<file path="config.mk">
export PLATFORM = sky130hd
export DESIGN_NAME = tcp_tx_ptr_client_flat
export DESIGN_NICKNAME = d
export VERILOG_FILES = /design/src/rtl/tcp_tx_ptr_client_if.sv /design/src/rtl/tcp_tx_ptr_client.sv /design/src/flat_wrapper.sv
export SDC_FILE = /design/constraint.sdc
export NUM_CORES = 1
export LEC_CHECK = 0
export ABC_AREA = 0
export CAP_MARGIN = 20
export CORE_MARGIN = 2
export CORE_UTILIZATION = 23
export DETAILED_ROUTE_END_ITERATION = 8
export PLACE_DENSITY = 0.67
export RECOVER_POWER = 25
export SLEW_MARGIN = 20
export SYNTH_ARGS = -nofsm -noshare
export SYNTH_HDL_FRONTEND = slang
export SYNTH_SLANG_ARGS = --single-unit
</file>
<file path="constraint.sdc">
create_clock -name clk -period 5.2 [get_ports clk]
set_input_delay 0.52 -clock clk [delete_from_list [all_inputs] [get_ports clk]]
set_output_delay 0.52 -clock clk [all_outputs]
set_load 0.02 [all_outputs]
</file>
<file path="src/rtl/tcp_tx_ptr_client_if.sv">
// Bundle of the app-side pointer request/response channel and the noc0
// router port used by the TCP TX pointer client. The client itself connects
// through the master modport; whatever sits around it (app engine and
// router) connects through the slave modport.
interface tcp_tx_ptr_client_if #(
   parameter int FLOW_ID_W      = 8,
   parameter int PAYLOAD_PTR_W  = 15,
   parameter int NOC_DATA_WIDTH = 128
);
   // App request channel
   logic                       app_ptr_req_val;
   logic                       app_ptr_req_wr;
   logic [FLOW_ID_W-1:0]       app_ptr_req_flowid;
   logic [PAYLOAD_PTR_W:0]     app_ptr_req_tail;
   logic                       ptr_app_req_rdy;

   // App response channel
   logic                       ptr_app_resp_val;
   logic [FLOW_ID_W-1:0]       ptr_app_resp_flowid;
   logic [PAYLOAD_PTR_W:0]     ptr_app_resp_head;
   logic [PAYLOAD_PTR_W:0]     ptr_app_resp_tail;
   logic                       ptr_app_resp_err;
   logic                       app_ptr_resp_rdy;

   // Outbound flits toward the router
   logic                       tcp_ptr_client_noc0_vrtoc_val;
   logic [NOC_DATA_WIDTH-1:0]  tcp_ptr_client_noc0_vrtoc_data;
   logic                       noc0_vrtoc_tcp_ptr_client_rdy;

   // Inbound flits from the router
   logic                       noc0_ctovr_tcp_ptr_client_val;
   logic [NOC_DATA_WIDTH-1:0]  noc0_ctovr_tcp_ptr_client_data;
   logic                       tcp_ptr_client_noc0_ctovr_rdy;

   modport master (
      input  app_ptr_req_val, app_ptr_req_wr, app_ptr_req_flowid, app_ptr_req_tail,
      output ptr_app_req_rdy,
      output ptr_app_resp_val, ptr_app_resp_flowid, ptr_app_resp_head,
      output ptr_app_resp_tail, ptr_app_resp_err,
      input  app_ptr_resp_rdy,
      output tcp_ptr_client_noc0_vrtoc_val, tcp_ptr_client_noc0_vrtoc_data,
      input  noc0_vrtoc_tcp_ptr_client_rdy,
      input  noc0_ctovr_tcp_ptr_client_val, noc0_ctovr_tcp_ptr_client_data,
      output tcp_ptr_client_noc0_ctovr_rdy
   );

   modport slave (
      output app_ptr_req_val, app_ptr_req_wr, app_ptr_req_flowid, app_ptr_req_tail,
      input  ptr_app_req_rdy,
      input  ptr_app_resp_val, ptr_app_resp_flowid, ptr_app_resp_head,
      input  ptr_app_resp_tail, ptr_app_resp_err,
      output app_ptr_resp_rdy,
      input  tcp_ptr_client_noc0_vrtoc_val, tcp_ptr_client_noc0_vrtoc_data,
      output noc0_vrtoc_tcp_ptr_client_rdy,
      output noc0_ctovr_tcp_ptr_client_val, noc0_ctovr_tcp_ptr_client_data,
      input  tcp_ptr_client_noc0_ctovr_rdy
   );
endinterface

</file>
<file path="src/rtl/tcp_tx_ptr_client.sv">
// App-side initiator for the TCP TX pointer tile. Turns one app pointer
// request at a time into a single NoC flit; reads then wait for the matching
// response flit (or a timeout), writes are posted and return straight to idle.
module tcp_tx_ptr_client #(
   parameter logic [7:0] SRC_X          = 8'd0,
   parameter logic [7:0] SRC_Y          = 8'd0,
   parameter logic [7:0] DST_X          = 8'd1,
   parameter logic [7:0] DST_Y          = 8'd1,
   parameter int         RESP_TIMEOUT   = 1024,
   parameter int         FLOW_ID_W      = 8,
   parameter int         PAYLOAD_PTR_W  = 15,
   parameter int         NOC_DATA_WIDTH = 128
) (
   input  logic                   clk,
   input  logic                   rst,
   tcp_tx_ptr_client_if.master    bus,
   output logic [15:0]            drop_cnt
);

   localparam int PW      = PAYLOAD_PTR_W + 1;
   localparam int W       = NOC_DATA_WIDTH;
   localparam int FID_HI  = W - 49;
   localparam int HEAD_HI = FID_HI - FLOW_ID_W;
   localparam int TAIL_HI = HEAD_HI - PW;
   localparam int TIMER_W = (RESP_TIMEOUT > 2) ? $clog2(RESP_TIMEOUT) : 1;

   localparam logic [7:0] MSG_RD_REQ  = 8'h10;
   localparam logic [7:0] MSG_WR_REQ  = 8'h11;
   localparam logic [7:0] MSG_RD_RESP = 8'h12;

   typedef enum logic [1:0] {IDLE, SEND, WAIT, RESP} state_t;

   state_t                r_state;
   state_t                w_nextState;

   logic                  r_wr;
   logic [FLOW_ID_W-1:0]  r_flowid;
   logic [PW-1:0]         r_tailReq;
   logic [TIMER_W-1:0]    r_timer;
   logic [PW-1:0]         r_respHead;
   logic [PW-1:0]         r_respTail;
   logic                  r_respErr;
   logic [15:0]           r_dropCnt;

   logic                  w_reqRdy;
   logic                  w_txVal;
   logic                  w_rxRdy;
   logic                  w_respVal;
   logic                  w_match;
   logic                  w_timeout;
   logic [W-1:0]          w_txFlit;
   logic                  w_unusedBits;

   // A response belongs to us only if it is a read response for the flow we asked about
   assign w_match   = (bus.noc0_ctovr_tcp_ptr_client_data[W-33 -: 8] == MSG_RD_RESP) &&
                      (bus.noc0_ctovr_tcp_ptr_client_data[FID_HI -: FLOW_ID_W] == r_flowid);
   assign w_timeout = (r_timer == TIMER_W'(RESP_TIMEOUT - 1));
   assign w_unusedBits = ^bus.noc0_ctovr_tcp_ptr_client_data;

   // State register; a reset abandons whatever request was in flight
   always_ff @(posedge clk) begin
      if (rst) begin
         r_state <= IDLE;
      end else begin
         r_state <= w_nextState;
      end
   end

   // Next-state and handshake outputs, all decoded from state alone
   always_comb begin
      w_nextState = r_state;
      w_reqRdy    = 1'b0;
      w_txVal     = 1'b0;
      w_rxRdy     = 1'b0;
      w_respVal   = 1'b0;
      case (r_state)
         IDLE: begin
            w_reqRdy = 1'b1;
            if (bus.app_ptr_req_val) w_nextState = SEND;
         end
         SEND: begin
            w_txVal = 1'b1;
            if (bus.noc0_vrtoc_tcp_ptr_client_rdy) w_nextState = r_wr ? IDLE : WAIT;
         end
         WAIT: begin
            w_rxRdy = 1'b1;
            if ((bus.noc0_ctovr_tcp_ptr_client_val && w_match) || w_timeout) w_nextState = RESP;
         end
         RESP: begin
            w_respVal = 1'b1;
            if (bus.app_ptr_resp_rdy) w_nextState = IDLE;
         end
         default: w_nextState = IDLE;
      endcase
   end

   // Request capture, response timer, response latching and drop counting
   always_ff @(posedge clk) begin
      if (rst) begin
         r_wr       <= 1'b0;
         r_flowid   <= '0;
         r_tailReq  <= '0;
         r_timer    <= '0;
         r_respHead <= '0;
         r_respTail <= '0;
         r_respErr  <= 1'b0;
         r_dropCnt  <= '0;
      end else begin
         case (r_state)
            IDLE: begin
               if (bus.app_ptr_req_val) begin
                  r_wr      <= bus.app_ptr_req_wr;
                  r_flowid  <= bus.app_ptr_req_flowid;
                  r_tailReq <= bus.app_ptr_req_tail;
               end
            end
            SEND: begin
               if (bus.noc0_vrtoc_tcp_ptr_client_rdy) r_timer <= '0;
            end
            WAIT: begin
               r_timer <= r_timer + 1'b1;
               if (bus.noc0_ctovr_tcp_ptr_client_val && w_match) begin
                  r_respHead <= bus.noc0_ctovr_tcp_ptr_client_data[HEAD_HI -: PW];
                  r_respTail <= bus.noc0_ctovr_tcp_ptr_client_data[TAIL_HI -: PW];
                  r_respErr  <= 1'b0;
               end else begin
                  if (bus.noc0_ctovr_tcp_ptr_client_val && (r_dropCnt != 16'hFFFF)) begin
                     r_dropCnt <= r_dropCnt + 16'd1;
                  end
                  if (w_timeout) begin
                     r_respHead <= '0;
                     r_respTail <= '0;
                     r_respErr  <= 1'b1;
                  end
               end
            end
            default: ;
         endcase
      end
   end

   // Outbound flit is built purely from captured registers so it stays stable under back-pressure
   always_comb begin
      w_txFlit                     = '0;
      w_txFlit[W-1 -: 8]           = DST_X;
      w_txFlit[W-9 -: 8]           = DST_Y;
      w_txFlit[W-17 -: 8]          = SRC_X;
      w_txFlit[W-25 -: 8]          = SRC_Y;
      w_txFlit[W-33 -: 8]          = r_wr ? MSG_WR_REQ : MSG_RD_REQ;
      w_txFlit[W-41 -: 8]          = 8'h00;
      w_txFlit[FID_HI -: FLOW_ID_W] = r_flowid;
      w_txFlit[TAIL_HI -: PW]      = r_wr ? r_tailReq : '0;
   end

   assign bus.ptr_app_req_rdy                = w_reqRdy;
   assign bus.tcp_ptr_client_noc0_vrtoc_val  = w_txVal;
   assign bus.tcp_ptr_client_noc0_vrtoc_data = w_txFlit;
   assign bus.tcp_ptr_client_noc0_ctovr_rdy  = w_rxRdy;
   assign bus.ptr_app_resp_val               = w_respVal;
   assign bus.ptr_app_resp_flowid            = r_flowid;
   assign bus.ptr_app_resp_head              = r_respHead;
   assign bus.ptr_app_resp_tail              = r_respTail;
   assign bus.ptr_app_resp_err               = r_respErr;
   assign drop_cnt                           = r_dropCnt;

endmodule

</file>
<file path="src/flat_wrapper.sv">
// flat-port wrapper written by rule: the top's interface ports become plain ports
module tcp_tx_ptr_client_flat 
#(
   parameter logic [7:0] SRC_X          = 8'd0,
   parameter logic [7:0] SRC_Y          = 8'd0,
   parameter logic [7:0] DST_X          = 8'd1,
   parameter logic [7:0] DST_Y          = 8'd1,
   parameter int         RESP_TIMEOUT   = 1024,
   parameter int         FLOW_ID_W      = 8,
   parameter int         PAYLOAD_PTR_W  = 15,
   parameter int         NOC_DATA_WIDTH = 128
)
  (clk, rst, drop_cnt, bus_app_ptr_req_val, bus_app_ptr_req_wr, bus_app_ptr_req_flowid, bus_app_ptr_req_tail, bus_ptr_app_req_rdy, bus_ptr_app_resp_val, bus_ptr_app_resp_flowid, bus_ptr_app_resp_head, bus_ptr_app_resp_tail, bus_ptr_app_resp_err, bus_app_ptr_resp_rdy, bus_tcp_ptr_client_noc0_vrtoc_val, bus_tcp_ptr_client_noc0_vrtoc_data, bus_noc0_vrtoc_tcp_ptr_client_rdy, bus_noc0_ctovr_tcp_ptr_client_val, bus_noc0_ctovr_tcp_ptr_client_data, bus_tcp_ptr_client_noc0_ctovr_rdy);
  tcp_tx_ptr_client_if #(.FLOW_ID_W(FLOW_ID_W), .PAYLOAD_PTR_W(PAYLOAD_PTR_W), .NOC_DATA_WIDTH(NOC_DATA_WIDTH)) bus_i ();
  input  logic clk;
  input  logic rst;
  output logic [15:0] drop_cnt;
  input wire logic [$bits(bus_i.app_ptr_req_val)-1:0] bus_app_ptr_req_val;
  input wire logic [$bits(bus_i.app_ptr_req_wr)-1:0] bus_app_ptr_req_wr;
  input wire logic [$bits(bus_i.app_ptr_req_flowid)-1:0] bus_app_ptr_req_flowid;
  input wire logic [$bits(bus_i.app_ptr_req_tail)-1:0] bus_app_ptr_req_tail;
  output wire logic [$bits(bus_i.ptr_app_req_rdy)-1:0] bus_ptr_app_req_rdy;
  output wire logic [$bits(bus_i.ptr_app_resp_val)-1:0] bus_ptr_app_resp_val;
  output wire logic [$bits(bus_i.ptr_app_resp_flowid)-1:0] bus_ptr_app_resp_flowid;
  output wire logic [$bits(bus_i.ptr_app_resp_head)-1:0] bus_ptr_app_resp_head;
  output wire logic [$bits(bus_i.ptr_app_resp_tail)-1:0] bus_ptr_app_resp_tail;
  output wire logic [$bits(bus_i.ptr_app_resp_err)-1:0] bus_ptr_app_resp_err;
  input wire logic [$bits(bus_i.app_ptr_resp_rdy)-1:0] bus_app_ptr_resp_rdy;
  output wire logic [$bits(bus_i.tcp_ptr_client_noc0_vrtoc_val)-1:0] bus_tcp_ptr_client_noc0_vrtoc_val;
  output wire logic [$bits(bus_i.tcp_ptr_client_noc0_vrtoc_data)-1:0] bus_tcp_ptr_client_noc0_vrtoc_data;
  input wire logic [$bits(bus_i.noc0_vrtoc_tcp_ptr_client_rdy)-1:0] bus_noc0_vrtoc_tcp_ptr_client_rdy;
  input wire logic [$bits(bus_i.noc0_ctovr_tcp_ptr_client_val)-1:0] bus_noc0_ctovr_tcp_ptr_client_val;
  input wire logic [$bits(bus_i.noc0_ctovr_tcp_ptr_client_data)-1:0] bus_noc0_ctovr_tcp_ptr_client_data;
  output wire logic [$bits(bus_i.tcp_ptr_client_noc0_ctovr_rdy)-1:0] bus_tcp_ptr_client_noc0_ctovr_rdy;
  assign bus_i.app_ptr_req_val = bus_app_ptr_req_val;
  assign bus_i.app_ptr_req_wr = bus_app_ptr_req_wr;
  assign bus_i.app_ptr_req_flowid = bus_app_ptr_req_flowid;
  assign bus_i.app_ptr_req_tail = bus_app_ptr_req_tail;
  assign bus_ptr_app_req_rdy = bus_i.ptr_app_req_rdy;
  assign bus_ptr_app_resp_val = bus_i.ptr_app_resp_val;
  assign bus_ptr_app_resp_flowid = bus_i.ptr_app_resp_flowid;
  assign bus_ptr_app_resp_head = bus_i.ptr_app_resp_head;
  assign bus_ptr_app_resp_tail = bus_i.ptr_app_resp_tail;
  assign bus_ptr_app_resp_err = bus_i.ptr_app_resp_err;
  assign bus_i.app_ptr_resp_rdy = bus_app_ptr_resp_rdy;
  assign bus_tcp_ptr_client_noc0_vrtoc_val = bus_i.tcp_ptr_client_noc0_vrtoc_val;
  assign bus_tcp_ptr_client_noc0_vrtoc_data = bus_i.tcp_ptr_client_noc0_vrtoc_data;
  assign bus_i.noc0_vrtoc_tcp_ptr_client_rdy = bus_noc0_vrtoc_tcp_ptr_client_rdy;
  assign bus_i.noc0_ctovr_tcp_ptr_client_val = bus_noc0_ctovr_tcp_ptr_client_val;
  assign bus_i.noc0_ctovr_tcp_ptr_client_data = bus_noc0_ctovr_tcp_ptr_client_data;
  assign bus_tcp_ptr_client_noc0_ctovr_rdy = bus_i.tcp_ptr_client_noc0_ctovr_rdy;
  tcp_tx_ptr_client #(.SRC_X(SRC_X), .SRC_Y(SRC_Y), .DST_X(DST_X), .DST_Y(DST_Y), .RESP_TIMEOUT(RESP_TIMEOUT), .FLOW_ID_W(FLOW_ID_W), .PAYLOAD_PTR_W(PAYLOAD_PTR_W), .NOC_DATA_WIDTH(NOC_DATA_WIDTH)) u_core (.clk(clk), .rst(rst), .bus(bus_i), .drop_cnt(drop_cnt));
endmodule
</file>
# Word level (Yosys, flattened, before mapping)
# Index checks and enable logic that the tools add are counted.
# word_totals
ff_bits	86
latchBits	0
ram_bits	0
romBits	0
out_inout_bits	189
n_memories	0
# classes
add_sub_neg	2
mul	0
div_mod_pow	0
magnitude_cmp	0
n_eq_ne	11
shifts	0
n_mux	19
bitwise_logic	1
reduce_logical	12
# op_table
operator	n
$mux 16	4
$pmux 10 s2	1
$add 16x1->16 const B	1
$ne 16x16->1 const B	1
$add 10x1->10 const B	1
$eq 10x10->1 const B	1
$mux 10	1
$mux 2	5
$eq 8x5->1 const B	1
$eq 8x8->1	1
$pmux 2 s4	1
$mux 1	7
$ne 2x2->1 const B	3
$reduce_and 2->1	3
$eq 2x2->1 const B	2
$reduce_and 4->1	1
$reduce_bool 2->1	2
$logic_and 1x1->1	3
$reduce_and 3->1	1
$eq 2x1->1 const B	1
$logic_not 2->1	1
$ne 2x1->1 const B	1
$logic_or 1x1->1	1
$not 1->1	1

# Longest topological paths before layout
# depth
depth_word	6
depth_mapped	9
ltp_nobuf	6

# Worst setup path before layout
# OpenSTA, ideal clock, no wires.
# synth_timing
kind	reg2reg
start	reg u_core.r_dropCnt[0] (netlist: u_core.drop_cnt[0])
end	reg u_core.r_dropCnt[10] (netlist: u_core.drop_cnt[10])
setup_time_ps	121
arrival_time_ps	1849
setup_slack_ps	3230
stages_incl_launch_ff	8
period_less_slack_ps	1970
path_cell_list	dfxtp_1 ha_1 and4_1 nand2_1 o21ai_4 buf_6 nor4b_1 mux2_2
# synth_between
elab_chain_cells	3
word_cells_on_any_way	4
cone_classes	1 x add/sub; 1 x eq/ne; 2 x reduce/logical
# synth_lines
item	line_no	text
from (decl)	tcp_tx_ptr_client.sv:43	logic [15:0] r_dropCnt;
from (signal assigned)	tcp_tx_ptr_client.sv:128	r_dropCnt <= r_dropCnt + 16'd1;
branches (longest 3 deep; another with $add 16x1->16)	n/a	
# Parallel ways; which one is timed is not known.
# A chain may end at the register's enable or synchronous reset.

==> metrics list <==
- Congestion Overflow GR: 0
- Once detailed placement completed, the half-perimeter wirelength came to between 8000 and 9000 um.
- Clock insertion delay at the later pin of the skew report: between 0.3 and 0.4 ns
- Clock-pin slew was measured on the worst setup and hold paths at roughly 0.060 ns.
* Maximum achievable frequency: ~290 MHz
* Proportion of synthesized chip area in sequential cells: 36.7%
- Area of the core: ~20000 sq um
* Synthesized netlist cell count: between 500 and 600
* Initial antenna violation count: 0
- The detailed router put a total of around 5600 um of wire on met1.
- Buffer levels on the longest clock path: 2
- CTS tree: built
* Total Wirelength: around 12000 um
- Worst Reg2Reg Path Length in Cells: 6
- Yosys mapped the design onto between 40 and 50 distinct sky130hd cell types.
* Accumulated negative setup slack: 0 ns
- Hold path endpoint: u_core.r_tailReq[1]
* Startpoint type of the worst setup path: input port
- Syn Std Cell Area: 4690 sq um
- Total Die Area: between 20000 and 25000 sq um
* Final setup skew: between 0.009 and 0.01 ns
* Unrepaired setup endpoints after global routing: no
- Final clock period utilization by the worst path: 66.6%
- HP Start: u_core.r_tailReq[1]
- At the pin with the least slew margin, the transition time is a little over 3 ns.
* Number of buffers added by the clock tree synthesis step: 9
- The worst pin sits at a relative slew slack of -106%.
* Number of flops mapped to enable cells by yosys: 0
- Gates resized during post-CTS repair numbered 0.
- Post-synthesis average cell area: 7.94 sq um
- Leak pwr: 2.41 nW
- Layout Area Growth over Synthesis: 35.6%
- Input/output buffers: 164
- In the final routed layout, each cell accounts on average for about 12 um.
* Met3 routed wirelength: roughly 870 um
* DP Area: 6060 sq um
- Final critical path time including I/O delays and setup: between 3 and 4 ns
- The number of placed instances, taps included, is around 980.
- Final hold violation count: 0
- Top layer used by detailed routing: met4
* Boundary Pins: ~350
- Routability-driven placement finished with a final weighted congestion of roughly 0.74.
* Per-cell via count in the routed design: 4.12
- Number of max-slew violations in the final report: 65
* Count of clock tree sinks: 86
- Number of nets in the layout: roughly 890
- Detailed-router iteration count before antenna repair: 4
- Entering global routing, the biggest net connects 65 pins.
- For this run, the total global-route usage over all layers was measured as about 11%.
- Along the worst hold path, the cell count comes to 2.
- Of the cells placed in the final design, the portion with a size suffix greater than 1 is about 4.5%.
- Number of standard cells in the final layout excluding fillers: 1000
- Reg-to-reg setup timing slack: around 2.8 ns
- For this configuration, the core starts out at a cell density of a little under a quarter.
* Placement Rows: 52
- Antenna diode instance count: 0
- Final ANT Viol Nets: 0
* Power density over the cells: around 250 nW/um^2
* Die H: ~150 um
- Max cap viols: 1
- The routed layout has between 4000 and 5000 vias.
* Peak per-stage delay on the critical path: 2.22 ns
- Number of global-route vias before repair: 3671
- The path class of the tightest hold or removal check is reg2reg.
- After routing the design area is ~6400 sq um.
- Post-CTS Repair Setup Buffers: 0
- FFs w/ async S/R, synth: 0%
- For the worst setup path, the data arrival time is between 3 and 4 ns.
* Root cell of the clock tree: sky130_fd_sc_hd__clkbuf_16
* Reg-to-reg endpoint: u_core.drop_cnt[10]
* Final routed DRC violation total: 0
- Critical path data required time: approximately 5.4 ns
- IR analysis of the VDD net gives a maximum drop of approximately 0.14 mV.
* Detail Route met2 WL: between 5000 and 6000 um
* Path type of the worst setup path: in2reg
- The checks that failed: max-capacitance violations, max-slew violations.
* Synthesis warning total: 0
- The first global-routing pass estimated between 15000 and 20000 um of wire.
- Flops & latches, synth: 86
- STA classifies the critical path endpoint as a flop.
* Result of the run: finished, violations left
- The floorplan step set the die width to roughly 150 um.
- Setup violations remaining at the end of the flow were counted as 0.
* CP max FO: 64
- Slowest stage cell, crit path: sky130_fd_sc_hd__clkbuf_1
- Quantity of hold-fixing buffers added after cts: 0
- Commonest register cell after synthesis: sky130_fd_sc_hd__dfxtp_1
- CTS built an H-tree with a depth of 3.
* Number of violations reported at the end of detailed-routing iteration 0: between 200 and 300
* Crit-path cells: buf_2 > clkbuf_1 > nor2b_1 > mux2_2
critical path: cells and delay by family:
kind	cells	cell delay, ns
multiplexers	1	0.37
buffers and inverters	2	2.65
AND/OR/NAND/NOR	1	0.09
layout make-up:
class / count / area (sq um)
multi-input combinational: 457 / 2320
timing repair buffer: 168 / 1660
fill: 2145 / 13700
sequential: 86 / 1720
clock inverter: 3 / 42.5
inverter: 3 / 12.5
tap: 270 / 338
clock buffer: 13 / 260
kinds of logic after synthesis:
family                   after synthesis  share of synthesized area (%)
AO/OA/AOI/OAI                        141                           16.7
XOR/XNOR                               8                           1.49
adder cells (fa/ha/maj)                2                          0.534
buffers and inverters                148                           21.9
flip-flops                            86                           36.7
multiplexers                           4                          0.961
other                                  2                          0.160
AND/OR/NAND/NOR                      199                           21.5
how the worst max path moves through the flow:
stage                                      startpoint                           endpoint  slack, ns  cells after the start
floorplan                          u_core.drop_cnt[0]                u_core.drop_cnt[10]       3.23                      7
global placement    bus_noc0_ctovr_tcp_ptr_client_val                u_core.drop_cnt[13]       2.51                      6
detailed placement  bus_noc0_ctovr_tcp_ptr_client_val                u_core.drop_cnt[13]       2.48                      6
CTS                                 u_core.r_state[0]  bus_tcp_ptr_client_noc0_ctovr_rdy       2.35                      3
global route                                      rst                u_core.drop_cnt[13]       1.41                      4
finish                                            rst                u_core.drop_cnt[13]       1.74                      4
per-stage QoR:
stage / power, mW / hold slack (ns) / setup slack, ns / util (%)
2_1_floorplan: 0.916 / 0.432 / 3.23 / -
3_5_place_dp: 0.955 / 0.442 / 2.48 / 30.1
5_1_grt: 1.69 / 0.475 / 1.41 / 31.6
6_report: 1.60 / 0.453 / 1.74 / 31.6
3_3_place_gp: 0.954 / 0.439 / 2.51 / 30.1
4_1_cts: 1.64 / 0.452 / 2.35 / 31.6
synth_stat cells (all sizes together) (3+ instances only):
library cell / n / area (sq um)
nand4: 7 / 50.1
nor2: 18 / 67.6
or3: 5 / 31.3
and2: 20 / 128
and4: 4 / 35.0
o31ai: 10 / 75.1
a31oi: 3 / 18.8
nor4: 4 / 40.0
or4: 10 / 75.1
o21ai: 40 / 211
a21oi: 78 / 390
nand2: 99 / 372
nor2b: 5 / 31.3
xnor2: 8 / 70.1
dfxtp: 86 / 1720
mux2: 4 / 45.0
a311oi: 4 / 35.0
clkbuf: 18 / 67.6
buf: 127 / 947
nor3: 6 / 35.0
nand3: 12 / 60.1
state kept, by name (all words and copies together) (netlist names), named ones only:
signal	flops
u_core.bus.ptr_app_resp_flowid	8
u_core.r_wr	1
u_core.r_tailReq	16
u_core.drop_cnt	16
u_core.bus.ptr_app_resp_err	1
u_core.bus.ptr_app_resp_head	16
u_core.bus.ptr_app_resp_tail	16
u_core.r_timer	10
u_core.r_state	1
cell usage in the layout (no fill, tap or decap), drive strengths merged, types with 2 or more instances in the layout:
cell type / instances
nor3b: 2
nand4: 7
or3: 5
clkdlybuf4s50: 122
nand3: 12
nor2b: 5
xnor2: 8
clkinv: 2
and4: 4
ha: 2
and3: 2
nor4: 4
a31oi: 3
clkbuf: 14
and2: 20
dlygate4sd3: 41
o211ai: 2
buf: 4
o31ai: 10
mux2: 4
or4: 10
nand2: 99
inv: 2
a21oi: 78
a311oi: 4
nor3: 6
o21ai: 40
conb: 103
dfxtp: 86
nor2: 18
where the power goes:
part	total (mW)	internal, mW	switching, mW
combinational	0.249	0.0957	0.153
clock	0.661	0.398	0.263
sequential	0.691	0.674	0.0167
layer usage:
metal / vias up / track usage, %
li1: 2075 / -
met1: 1886 / 14.5
met2: 148 / 16.9
met3: 7 / 3.85
met4: 0 / 3.64
met5: - / 0
(Power assumes the default switching activity.)
